File: src/rtl/core_iencode.sv
// RV32I instruction encoder: one request field set in, one 32-bit word out.
// The output register and the skid register let a full-rate stream pass through without a bubble.
module core_iencode (
    input  logic        clk,
    input  logic        rst,
    input  logic        in_valid,
    output logic        in_ready,
    input  logic [6:0]  opcode,
    input  logic [2:0]  funct3,
    input  logic [6:0]  funct7,
    input  logic [4:0]  rd,
    input  logic [4:0]  rs1,
    input  logic [4:0]  rs2,
    input  logic [31:0] imm,
    output logic        out_valid,
    input  logic        out_ready,
    output logic [31:0] instruction,
    output logic        err,
    output logic [15:0] count
);
    // state | meaning
    // EMPTY | no word held
    // ONE   | output register full
    // TWO   | output register and skid register full
    typedef enum logic [1:0] {EMPTY = 2'd0, ONE = 2'd1, TWO = 2'd2} state_t;

    localparam logic [31:0] NOP       = 32'h0000_0013;
    localparam logic [6:0]  OP_R      = 7'b0110011;
    localparam logic [6:0]  OP_IMM    = 7'b0010011;
    localparam logic [6:0]  OP_LOAD   = 7'b0000011;
    localparam logic [6:0]  OP_JALR   = 7'b1100111;
    localparam logic [6:0]  OP_STORE  = 7'b0100011;
    localparam logic [6:0]  OP_BRANCH = 7'b1100011;
    localparam logic [6:0]  OP_LUI    = 7'b0110111;
    localparam logic [6:0]  OP_AUIPC  = 7'b0010111;
    localparam logic [6:0]  OP_JAL    = 7'b1101111;

    state_t      state, state_next;
    logic [31:0] out_word, skid_word, raw_word, enc_word;
    logic        out_err, skid_err, enc_err;
    logic        in_fire, out_fire;
    logic        load_out, load_skid, out_from_skid;
    logic        sext11, sext12, sext20;

    // An immediate fits in N+1 signed bits when every bit from N upwards is equal.
    assign sext11 = (&imm[31:11]) | ~(|imm[31:11]);
    assign sext12 = (&imm[31:12]) | ~(|imm[31:12]);
    assign sext20 = (&imm[31:20]) | ~(|imm[31:20]);

    always_comb begin
        raw_word = NOP;
        enc_err  = 1'b0;
        case (opcode)
            OP_R: raw_word = {funct7, rs2, rs1, funct3, rd, opcode};
            OP_IMM: begin
                if (funct3 == 3'b001 || funct3 == 3'b101) begin
                    enc_err  = |imm[31:5];
                    raw_word = {funct7, imm[4:0], rs1, funct3, rd, opcode};
                end else begin
                    enc_err  = ~sext11;
                    raw_word = {imm[11:0], rs1, funct3, rd, opcode};
                end
            end
            OP_LOAD, OP_JALR: begin
                enc_err  = ~sext11;
                raw_word = {imm[11:0], rs1, funct3, rd, opcode};
            end
            OP_STORE: begin
                enc_err  = ~sext11;
                raw_word = {imm[11:5], rs2, rs1, funct3, imm[4:0], opcode};
            end
            OP_BRANCH: begin
                enc_err  = imm[0] | ~sext12;
                raw_word = {imm[12], imm[10:5], rs2, rs1, funct3, imm[4:1], imm[11], opcode};
            end
            OP_LUI, OP_AUIPC: begin
                enc_err  = |imm[11:0];
                raw_word = {imm[31:12], rd, opcode};
            end
            OP_JAL: begin
                enc_err  = imm[0] | ~sext20;
                raw_word = {imm[20], imm[10:1], imm[11], imm[19:12], rd, opcode};
            end
            default: enc_err = 1'b1;
        endcase
        enc_word = enc_err ? NOP : raw_word;
    end

    assign in_ready  = (state != TWO);
    assign out_valid = (state != EMPTY);
    assign in_fire   = in_valid && in_ready;
    assign out_fire  = out_valid && out_ready;

    always_comb begin
        state_next    = state;
        load_out      = 1'b0;
        load_skid     = 1'b0;
        out_from_skid = 1'b0;
        case (state)
            EMPTY: begin
                if (in_fire) begin
                    state_next = ONE;
                    load_out   = 1'b1;
                end
            end
            ONE: begin
                if (in_fire && out_fire) begin
                    load_out = 1'b1;
                end else if (in_fire) begin
                    state_next = TWO;
                    load_skid  = 1'b1;
                end else if (out_fire) begin
                    state_next = EMPTY;
                end
            end
            TWO: begin
                if (out_fire) begin
                    state_next    = ONE;
                    load_out      = 1'b1;
                    out_from_skid = 1'b1;
                end
            end
            default: state_next = EMPTY;
        endcase
    end

    always_ff @(posedge clk or posedge rst) begin
        if (rst) begin
            state     <= EMPTY;
            out_word  <= NOP;
            out_err   <= 1'b0;
            skid_word <= 32'd0;
            skid_err  <= 1'b0;
            count     <= 16'd0;
        end else begin
            state <= state_next;
            if (load_out) begin
                out_word <= out_from_skid ? skid_word : enc_word;
                out_err  <= out_from_skid ? skid_err  : enc_err;
            end
            if (load_skid) begin
                skid_word <= enc_word;
                skid_err  <= enc_err;
            end
            if (out_fire) begin
                count <= count + 16'd1;
            end
        end
    end

    assign instruction = out_word;
    assign err         = out_err;
endmodule

File: config.mk
export PLATFORM = sky130hd
export DESIGN_NAME = core_iencode
export DESIGN_NICKNAME = d
export VERILOG_FILES = /design/src/rtl/core_iencode.sv
export SDC_FILE = /design/constraint.sdc
export NUM_CORES = 1
export LEC_CHECK = 0
export CAP_MARGIN = 20
export CORE_ASPECT_RATIO = 0.9
export CORE_MARGIN = 2
export CORE_UTILIZATION = 59
export CTS_BUF_LIST = sky130_fd_sc_hd__clkbuf_4
export CTS_CLUSTER_DIAMETER = 60
export CTS_CLUSTER_SIZE = 24
export DETAILED_ROUTE_END_ITERATION = 12
export DONT_BUFFER_PORTS = 1
export PLACE_DENSITY = 0.87
export SLEW_MARGIN = 10
export SYNTH_ARGS = -nofsm -noshare
export SYNTH_HDL_FRONTEND = slang
export SYNTH_SLANG_ARGS = --single-unit
File: constraint.sdc
create_clock -name clk -period 3 [get_ports clk]
set_input_delay 0.75 -clock clk [delete_from_list [all_inputs] [get_ports clk]]
set_output_delay 0.75 -clock clk [all_outputs]
set_load 0.005 [all_outputs]
==> results.cfg <==
[run_status]
status = completed

[synth]
synthDistinctLibCells = 50
synthesis.area_um2 = 4180
synth_warnings = 0
synthTopCellsByArea = dfrtp_1 49%, a22oi_1 7.6%, o31ai_1 5.2%, o21ai_0 4.4%, nand2_1 4.3%
synthArstFlopShare = 1.00
seq_area_frac_synth = 0.504
ys_seq_elements = 84
yosys.area.top_type = dfrtp_1
syn_nets = 492
synth_top_area_share = 0.485
synth_area_per_cell_um2 = 9.87
netlist_instances = 423
synth_flop_cell = dfrtp_1
synth-edff-count = 0

[route]
detail_route.vias_per_cell = 7.00
routedWlPerCell_um = 22.6
wl_mm = 11.7
first_pass_iters = 6
ant_nets = 0
drc = 0
vias = 3626
drt_iter0_drc = 350

[critical_path]
end_kind = flip-flop
cp.required_ns = 3.36
crit_fanout = 30
arrival_ns = 2.59
path_class = in2reg
start_kind = primary input
r2r_cells = 4

[power_and_ir_drop]
power.leakage_uw = 0.00178
peakVddDrop_uv = 265
power_uw = 2300
powerDensity_nw_per_um2 = 515

[sta]
finalHoldViolCount = 0
finalSetupViolations = 0
finalClockSkew_ns = 0.0196
finalCritPeriodShare = 0.742
maxSlewHeadroom = 0.489
max_clock_freq_ghz = 0.449
slew_viol_final = 0
setup_tns_ns = 0
tightestPinTransition_ns = 0.766
period_needed_ns = 2.23
rsz0062_at_grt = false

[cells_and_area]
utilization = 0.640
layout_common_cells = 81 x dfrtp_1, 47 x nand2_1, 42 x a22oi_1
final_common_cell = dfrtp_1
nFillCells = 572
ff_latch_area_um2 = 2110
antennaDiodeCount = 0
multi_input_area_um2 = 1940
area_growth_pct = 6.80
fin_nets = 489
drive_gt1_frac = 0.106

[global_routing]
grt_pass1_wl_mm = 18.2
grt_max_degree = 53
gr-max-usage-layer = met2
grt_use_met2 = 0.450
grt_use_met1 = 0.410
antenna_found_initial = 0
grt_pass1_vias = 3506
grt_overflow = 0
grt.total_usage = 0.304
global_route.usage.met3 = 0.0976

[floorplan]
core_um2 = 6970
chipWidth_um = 92.7
dieArea_um2 = 7770
initial_utilization = 0.599
placement_rows = 29
io_pins = 119
die_y_um = 83.8

[clocking]
clockBufferDepth = 2
root_buffer = clkbuf_4
clkSlewWorstSetupHoldPaths_ns = 0.16
cts_setup_buffers = 0
cts.sinks = 84
tritoncts = done
cts-resized-gates = 0
hold_buffers = 0
cts_buffers = 9
cts_max_level = 3
clk_latency_ns = 0.43

[hold_path]
hp-class = in2async

[place]
gp_congestion = 0.982
io_buffer_count = 0
hpwl_mm = 8.50

[run]
maxCapViolCount = 0
## through the flow
step | area (µm²) | setup WS [ns] | cells | hold WS, ns
6_report | 4460 | 0.773 | 518 | 0.205
5_1_grt | 4460 | 0.678 | 518 | 0.221
4_1_cts | 4460 | 0.787 | 518 | 0.200
3_5_place_dp | 4290 | 0.322 | 502 | 0.458
3_3_place_gp | 4290 | 0.317 | 502 | 0.450
2_1_floorplan | 4180 | 0.0898 | 423 | 0.435
## registers in the layout, summed over array words and instances, names as in the netlist
register     flops
err              1
skid_word       32
state            2
skid_err         1
instruction     32
count           16
## routing by layer
metal  vias up  wire length, µm
met3        38             1390
li1       1603                -
met4         0              430
met2       245             5280
met1      1740             4620
met5         -                0
## power breakdown
part / switching (µW) / total [µW] / internal, µW
Sequential: 72.4 / 1260 / 1180
Combinational: 164 / 256 / 92.3
Clock: 432 / 783 / 352
Total: 668 / 2300 / 1630
## area by class of cell
| type | instances | area share |
|---|---|---|
| clock buffers | 9 | 0.0152 |
| clock inverters | 7 | 0.0230 |
| inverters | 4 | 0.00365 |
| multi-input cells | 310 | 0.436 |
| flip-flops and latches | 84 | 0.472 |
| well taps | 93 | 0.0261 |
| repair buffers | 11 | 0.0241 |
## cells by family after synthesis
kind of cell,synth area share
AND/OR/NAND/NOR,0.164
XOR/XNOR,0.0315
adder cells (fa/ha/maj),0.00300
buffers and inverters,0.0321
multiplexers,0.00539
AO/OA/AOI/OAI,0.260
flip-flops,0.504
## synth_stat cells, drive strengths merged, types with 3 or more instances
cell type	count
nand3	17
a211oi	4
nor2b	4
a21oi	11
dfstp	3
or2	5
xor2	4
and3	4
nor4	7
nand2	48
nand4	5
clkbuf	17
o22a	4
inv	4
nor3	5
xnor2	11
o21ai	39
a21o	3
or3	6
buf	8
o31ai	29
nor2	19
a222oi	10
nand2b	8
a22oi	42
dfrtp	81
## worst max-delay path: stages
cell and delay (ns):
nor4_1 0.29, nand2_1 0.12, nor4_1 0.28, o21ai_1 0.11
or4b_4 0.70, o31a_1 0.33
## worst paths after layout
path / startpoint / endpoint / slack, ns
min: rst / count[15] / 0.20
max: imm[9] / instruction[4] / 0.77
min reg2reg: skid_word[3] / skid_word[3] / 0.50
max in group asynchronous: rst / instruction[0] / 2.06
max reg2reg: state[1] / instruction[4] / 0.84
min in group clk: out_ready / state[1] / 0.41
No activity file was read; power rests on OpenSTA's default activity.
